File: src/rtl/system_control_n_if.sv
// Handshake bundle between the CNN-engine control center and its host/consumers.
// The slave modport is the controller's view; master is the host/consumer side.
interface system_control_n_if #(
  parameter int NUM_CH = 7,
  parameter int ITER_W = 8
);
  logic              start_valid;
  logic              start_ready;
  logic [ITER_W-1:0] start_iters;
  logic [NUM_CH-1:0] start_mask;
  logic [NUM_CH-1:0] init_valid;
  logic [NUM_CH-1:0] init_ready;
  logic [NUM_CH-1:0] fin_valid;
  logic [NUM_CH-1:0] fin_ready;
  logic              done_valid;
  logic              done_ready;
  logic              done_timeout;
  logic              busy;
  logic [ITER_W-1:0] round;

  modport slave (
    input  start_valid, start_iters, start_mask, init_ready, fin_valid, done_ready,
    output start_ready, init_valid, fin_ready, done_valid, done_timeout, busy, round
  );

  modport master (
    output start_valid, start_iters, start_mask, init_ready, fin_valid, done_ready,
    input  start_ready, init_valid, fin_ready, done_valid, done_timeout, busy, round
  );
endinterface

File: src/rtl/system_control_n.sv
// Multi-round control center: broadcasts init tokens to enabled channels, gathers
// finish tokens, repeats for the programmed round count, then reports done.
module system_control_n #(
  parameter int NUM_CH  = 7,
  parameter int ITER_W  = 8,
  parameter int TO_W    = 16,
  parameter int TIMEOUT = 1000
) (
  input  logic               clk,
  input  logic               reset,
  system_control_n_if.slave  bus
);

  typedef enum logic [1:0] {
    S_IDLE,
    S_BCAST,
    S_WAIT,
    S_DONE
  } state_t;

  localparam logic [TO_W:0] TO_LIM = (TO_W + 1)'(TIMEOUT);

  state_t            state_q, state_d;
  logic [NUM_CH-1:0] mask_q, mask_d;
  logic [NUM_CH-1:0] acked_q, acked_d;
  logic [NUM_CH-1:0] fin_q, fin_d;
  logic [ITER_W-1:0] iters_q, iters_d;
  logic [ITER_W-1:0] round_q, round_d;
  logic [TO_W-1:0]   wd_q, wd_d;
  logic              tmo_q, tmo_d;

  logic [NUM_CH-1:0] init_vec, fin_rdy_vec;
  logic [NUM_CH-1:0] init_hs, fin_hs;
  logic [TO_W-1:0]   wd_inc;
  logic              wd_hit;
  logic [ITER_W:0]   round_nxt;
  logic              more_rounds;

  // Token outputs are pure decodes of registered state, never of inputs.
  assign init_vec    = (state_q == S_BCAST) ? (mask_q & ~acked_q) : '0;
  assign fin_rdy_vec = (state_q == S_WAIT)  ? (mask_q & ~fin_q)   : '0;
  assign init_hs     = init_vec & bus.init_ready;
  assign fin_hs      = fin_rdy_vec & bus.fin_valid;

  assign wd_inc      = (wd_q == '1) ? wd_q : wd_q + TO_W'(1);
  assign wd_hit      = (TIMEOUT != 0) && ({1'b0, wd_inc} >= TO_LIM);
  assign round_nxt   = {1'b0, round_q} + (ITER_W + 1)'(1);
  assign more_rounds = round_nxt < {1'b0, iters_q};

  always_comb begin
    state_d = state_q;
    mask_d  = mask_q;
    acked_d = acked_q;
    fin_d   = fin_q;
    iters_d = iters_q;
    round_d = round_q;
    wd_d    = wd_q;
    tmo_d   = tmo_q;

    unique case (state_q)
      S_IDLE: begin
        if (bus.start_valid) begin
          mask_d  = bus.start_mask;
          iters_d = bus.start_iters;
          round_d = '0;
          wd_d    = '0;
          tmo_d   = 1'b0;
          acked_d = '0;
          fin_d   = '0;
          state_d = (bus.start_iters == '0 || bus.start_mask == '0) ? S_DONE : S_BCAST;
        end
      end

      S_BCAST: begin
        acked_d = acked_q | init_hs;
        wd_d    = wd_inc;
        if (&(acked_d | ~mask_q)) begin
          state_d = S_WAIT;
        end else if (wd_hit) begin
          tmo_d   = 1'b1;
          state_d = S_DONE;
        end
      end

      S_WAIT: begin
        fin_d = fin_q | fin_hs;
        wd_d  = wd_inc;
        // Round completion is tested before the watchdog so a same-cycle tie completes cleanly.
        if (&(fin_d | ~mask_q)) begin
          if (more_rounds) begin
            round_d = round_nxt[ITER_W-1:0];
            acked_d = '0;
            fin_d   = '0;
            wd_d    = '0;
            state_d = S_BCAST;
          end else begin
            state_d = S_DONE;
          end
        end else if (wd_hit) begin
          tmo_d   = 1'b1;
          state_d = S_DONE;
        end
      end

      S_DONE: begin
        if (bus.done_ready) begin
          tmo_d   = 1'b0;
          state_d = S_IDLE;
        end
      end

      default: state_d = S_IDLE;
    endcase
  end

  always_ff @(posedge clk) begin
    if (reset) begin
      state_q <= S_IDLE;
      mask_q  <= '0;
      acked_q <= '0;
      fin_q   <= '0;
      iters_q <= '0;
      round_q <= '0;
      wd_q    <= '0;
      tmo_q   <= 1'b0;
    end else begin
      state_q <= state_d;
      mask_q  <= mask_d;
      acked_q <= acked_d;
      fin_q   <= fin_d;
      iters_q <= iters_d;
      round_q <= round_d;
      wd_q    <= wd_d;
      tmo_q   <= tmo_d;
    end
  end

  assign bus.start_ready  = (state_q == S_IDLE);
  assign bus.busy         = (state_q != S_IDLE);
  assign bus.done_valid   = (state_q == S_DONE);
  assign bus.done_timeout = tmo_q;
  assign bus.round        = round_q;
  assign bus.init_valid   = init_vec;
  assign bus.fin_ready    = fin_rdy_vec;

endmodule

File: src/flat_wrapper.sv
// flat-port wrapper written by rule: the top's interface ports become plain ports
module system_control_n_flat 
#(
  parameter int NUM_CH  = 7,
  parameter int ITER_W  = 8,
  parameter int TO_W    = 16,
  parameter int TIMEOUT = 1000
)
  (clk, reset, bus_start_valid, bus_start_iters, bus_start_mask, bus_init_ready, bus_fin_valid, bus_done_ready, bus_start_ready, bus_init_valid, bus_fin_ready, bus_done_valid, bus_done_timeout, bus_busy, bus_round);
  system_control_n_if #(.NUM_CH(NUM_CH), .ITER_W(ITER_W)) bus_i ();
  input  logic clk;
  input  logic reset;
  input wire logic [$bits(bus_i.start_valid)-1:0] bus_start_valid;
  input wire logic [$bits(bus_i.start_iters)-1:0] bus_start_iters;
  input wire logic [$bits(bus_i.start_mask)-1:0] bus_start_mask;
  input wire logic [$bits(bus_i.init_ready)-1:0] bus_init_ready;
  input wire logic [$bits(bus_i.fin_valid)-1:0] bus_fin_valid;
  input wire logic [$bits(bus_i.done_ready)-1:0] bus_done_ready;
  output wire logic [$bits(bus_i.start_ready)-1:0] bus_start_ready;
  output wire logic [$bits(bus_i.init_valid)-1:0] bus_init_valid;
  output wire logic [$bits(bus_i.fin_ready)-1:0] bus_fin_ready;
  output wire logic [$bits(bus_i.done_valid)-1:0] bus_done_valid;
  output wire logic [$bits(bus_i.done_timeout)-1:0] bus_done_timeout;
  output wire logic [$bits(bus_i.busy)-1:0] bus_busy;
  output wire logic [$bits(bus_i.round)-1:0] bus_round;
  assign bus_i.start_valid = bus_start_valid;
  assign bus_i.start_iters = bus_start_iters;
  assign bus_i.start_mask = bus_start_mask;
  assign bus_i.init_ready = bus_init_ready;
  assign bus_i.fin_valid = bus_fin_valid;
  assign bus_i.done_ready = bus_done_ready;
  assign bus_start_ready = bus_i.start_ready;
  assign bus_init_valid = bus_i.init_valid;
  assign bus_fin_ready = bus_i.fin_ready;
  assign bus_done_valid = bus_i.done_valid;
  assign bus_done_timeout = bus_i.done_timeout;
  assign bus_busy = bus_i.busy;
  assign bus_round = bus_i.round;
  system_control_n #(.NUM_CH(NUM_CH), .ITER_W(ITER_W), .TO_W(TO_W), .TIMEOUT(TIMEOUT)) u_core (.clk(clk), .reset(reset), .bus(bus_i));
endmodule
File: config.mk
export PLATFORM = sky130hd
export DESIGN_NAME = system_control_n_flat
export DESIGN_NICKNAME = d
export VERILOG_FILES = /design/src/rtl/system_control_n_if.sv /design/src/rtl/system_control_n.sv /design/src/flat_wrapper.sv
export SDC_FILE = /design/constraint.sdc
export NUM_CORES = 1
export LEC_CHECK = 0
export CAP_MARGIN = 40
export CORE_AREA = 2 2 95 97
export DETAILED_ROUTE_END_ITERATION = 10
export DIE_AREA = 0 0 97 99
export PLACE_DENSITY = 0.59
export SETUP_SLACK_MARGIN = 0.05
export SYNTH_ARGS = -nofsm -noshare
export SYNTH_HDL_FRONTEND = slang
export SYNTH_SLANG_ARGS = --single-unit
File: constraint.sdc
create_clock -name clk -period 3.17 [get_ports clk]
set_clock_uncertainty 0.15 [all_clocks]
set_input_delay 0.4755 -clock clk [delete_from_list [all_inputs] [get_ports clk]]
set_output_delay 0.4755 -clock clk [all_outputs]
set_load 0.03 [all_outputs]
==> results.json <==
{
  "worstSetupStartpointType": "flop",
  "met2_usage": 0.311,
  "drive_above_1_share": 0.0669,
  "period_share": 0.930,
  "stdcell_count": 586,
  "status": "complete, no violations",
  "r2r_slack_ps": 220,
  "crit_arrival_ps": 3030,
  "rsz0062_at_grt": "true",
  "wire_per_inst_um": 15.2,
  "worstSetupEndpoint": "u_core.wd_q[5]",
  "cts_buffers": 5,
  "synth_edf_count": 0,
  "end_kind": "flop",
  "first_pass_iters": 4,
  "dp_slack_ps": 149,
  "grt_busiest_layer": "met2",
  "cp-startpoint": "u_core.bus.round[0]",
  "grt.met3_usage": 0.0284,
  "grt_max_degree": 21,
  "drc_errors": 0,
  "r2r_end": "u_core.wd_q[5]",
  "setup_viol": 0,
  "worst_slack_ps": 223,
  "port_buffers": 58,
  "grtUsageMet1": 0.252,
  "worst_pin_slew_ps": 797,
  "die_height_um": 99,
  "worstPathRequired_ps": 3260,
  "vias": 3235,
  "fmax_mhz": 339,
  "maxCapViolCount": 0,
  "synth_area_um2": 3350,
  "antenna_found_initial": 0,
  "syn_nets": 467,
  "drt_iter0_markers": 147,
  "synthDistinctLibCells": 66,
  "nFillCells": 826,
  "grt_usage": 0.185,
  "row_count": 34,
  "syn_to_final_growth_pct": 24.1,
  "path_cells": "ha_1, and4_1, nand2_1, xnor2_1, ha_1, and4_1, o21ai_0, o221a_2, a211oi_4, buf_6, nand2_1, o31ai_1",
  "initial_core_util": 0.392,
  "tritoncts": "done",
  "viasPerCell": 5.52,
  "gp_congestion": 0.842,
  "cpPeakStageDelay_ps": 370,
  "r2r_cells": 12,
  "hold_viol": 0,
  "wl_um": 8900,
  "whs_ps": 313,
  "path_clk_slew_ps": 100,
  "crit_type": "reg2reg",
  "chipWidth_um": 97,
  "dp_cells": 576,
  "synth_cells": 421,
  "clkLatencyLatePin_ps": 320,
  "grt_pass1_wl_um": 14700,
  "hp-class": "reg2reg",
  "cellLeakagePower_nw": 1.55,
  "slew_headroom": 0.464,
  "irDropWorstVdd_mv": 0.288,
  "powerDensity_nw_per_um2": 558,
  "antennaDiodeCount": 0,
  "finalNetCount": 523,
  "dpl.hpwl_um": 6780,
  "grt_overflow": 0,
  "cts_buffer_depth": 2,
  "synthArstFlopShare": 0,
  "cts-root-buf": "clkbuf_8",
  "synth_flop_cell": "dfxtp_1",
  "cts_sinks": 56,
  "ioPinCount": 59,
  "syn_area_per_cell_um2": 7.95,
  "dieArea_um2": 9600,
  "r2r_start": "u_core.bus.round[0]",
  "yosysSeqAreaShare": 0.335,
  "critPathMaxFanout": 17,
  "core_um2": 8550,
  "tns_ps": 0,
  "slowest_stage": "dfxtp_1",
  "yosysWarnings": 0,
  "htree_num_levels": 2,
  "finalMaxSlewViolations": 0,
  "grt_pass1_vias": 3017,
  "synth-seq-cells": 56,
  "finalCriticalPeriod_ps": 2950,
  "postRouteAntennaNets": 0
}
-- synthesized netlist by cell type, drive strengths merged, types with 2 or more instances --
master / count / area (um2)
nand2: 63 / 239
dfxtp: 56 / 1120
a21oi: 34 / 174
nor2: 29 / 109
inv: 21 / 78.8
a31oi: 17 / 106
ha: 13 / 163
and2: 12 / 75.1
buf: 11 / 73.8
nand3: 11 / 55.1
nor2b: 11 / 68.8
o21ai: 11 / 66.3
and3: 10 / 62.6
clkbuf: 10 / 37.5
nand4: 9 / 62.6
a41oi: 8 / 70.1
nor3: 8 / 40.0
nand2b: 7 / 43.8
a21o: 6 / 45.0
a22o: 5 / 43.8
a22oi: 5 / 37.5
and4: 5 / 43.8
nor4: 5 / 31.3
a32oi: 4 / 35.0
o31ai: 4 / 30.0
or4: 4 / 30.0
xor2: 4 / 35.0
nor3b: 3 / 27.5
xnor2: 3 / 26.3
a2111oi: 2 / 17.5
a211o: 2 / 17.5
a211oi: 2 / 32.5
a21boi: 2 / 15.0
mux2i: 2 / 20.0
nand4b: 2 / 32.5
o311ai: 2 / 17.5
-- routing by layer --
| layer | routed length (um) | up-vias |
|---|---|---|
| met5 | 0 | - |
| met4 | 85 | 0 |
| li1 | - | 1665 |
| met3 | 355 | 8 |
| met1 | 4290 | 1497 |
| met2 | 4170 | 65 |
-- registers in the layout, summed over array words and instances (netlist names) --
signal and cells:
u_core.state_q 2, u_core.bus.done_timeout 1, u_core.bus.round 8, u_core.iters_q 8
u_core.acked_q 7, u_core.mask_q 7, u_core.wd_q 16, u_core.fin_q 7
-- cells by family after synthesis --
kind of cell	Yosys count	share of synthesized area
muxes	3	0.00934
AOI/OAI and AO/OA	117	0.248
and+or+nand+nor	183	0.284
buffers and inverters	42	0.0568
xor gates and xnor gates	7	0.0183
DFF	56	0.335
adders and majority gates	13	0.0486
-- critical path: cells and delay by family (launching register included) --
kind	cells	cell delay (ps)
AO/OA/AOI/OAI	4	900
AND/OR/NAND/NOR	4	590
adder cells (fa/ha/maj)	2	510
flip-flops	1	370
buffers and inverters	1	200
XOR/XNOR	1	160
-- cell type report --
cell class / instances / area [um2] / area share
clock inverters: 2 / 13.8 / 0.00331
flip-flops and latches: 56 / 1120 / 0.270
inverters: 21 / 78.8 / 0.0190
repair buffers: 70 / 687 / 0.165
well taps: 108 / 135 / 0.0325
clock buffers: 6 / 82.6 / 0.0199
multi-input cells: 323 / 2040 / 0.490
-- per-stage QoR --
| stage | area, um2 | total power [mW] | utilization |
|---|---|---|---|
| floorplan | 3350 | 1.53 | - |
| global placement | 4030 | 1.87 | 0.471 |
| detailed placement | 4030 | 1.88 | 0.471 |
| CTS | 4120 | 2.31 | 0.482 |
| global route | 4160 | 2.48 | 0.486 |
| finish | 4160 | 2.32 | 0.486 |
-- cells in the final DEF (no fill, tap or decap), types with 9 or more instances in the layout --
| cell type | Yosys | layout |
|---|---|---|
| dfxtp_1 | 56 | 55 |
| a21oi_1 | 33 | 33 |
| o21ai_0 | 9 | 9 |
| and2_1 | 12 | 12 |
| nor2_1 | 29 | 29 |
| nand3_1 | 11 | 11 |
| nor2b_1 | 11 | 11 |
| nand2_1 | 62 | 62 |
| buf_4 | 3 | 10 |
| clkdlybuf4s50_1 | 0 | 58 |
| a31oi_1 | 17 | 17 |
| and3_1 | 10 | 10 |
| inv_1 | 21 | 21 |
| ha_1 | 13 | 13 |
-- report_power, final --
part	internal [mW]	switching, mW
Combinational	0.408	0.671
Clock	0.180	0.247
Sequential	0.760	0.0519
-- timing repair --
item                                   in CTS  in global routing
endpoints found under the hold margin       0                  0
hold buffers                                0                  0
buffers inserted                            0                  2
setup endpoints to repair                   0                 31
gates resized for setup                     0                  2
-- worst min-delay path by stage --
stage / startpoint / endpoint / slack [ps] / cells after the start
after floorplan: u_core.iters_q[1] / u_core.iters_q[1] / 290 / 2
after global placement: u_core.iters_q[1] / u_core.iters_q[1] / 300 / 2
after CTS: u_core.iters_q[2] / u_core.iters_q[2] / 320 / 2
final: u_core.iters_q[2] / u_core.iters_q[2] / 310 / 2
after detailed placement: u_core.iters_q[2] / u_core.iters_q[2] / 300 / 2
after global routing: u_core.iters_q[6] / u_core.iters_q[6] / 340 / 2
No activity file was read; power rests on OpenSTA's default activity.
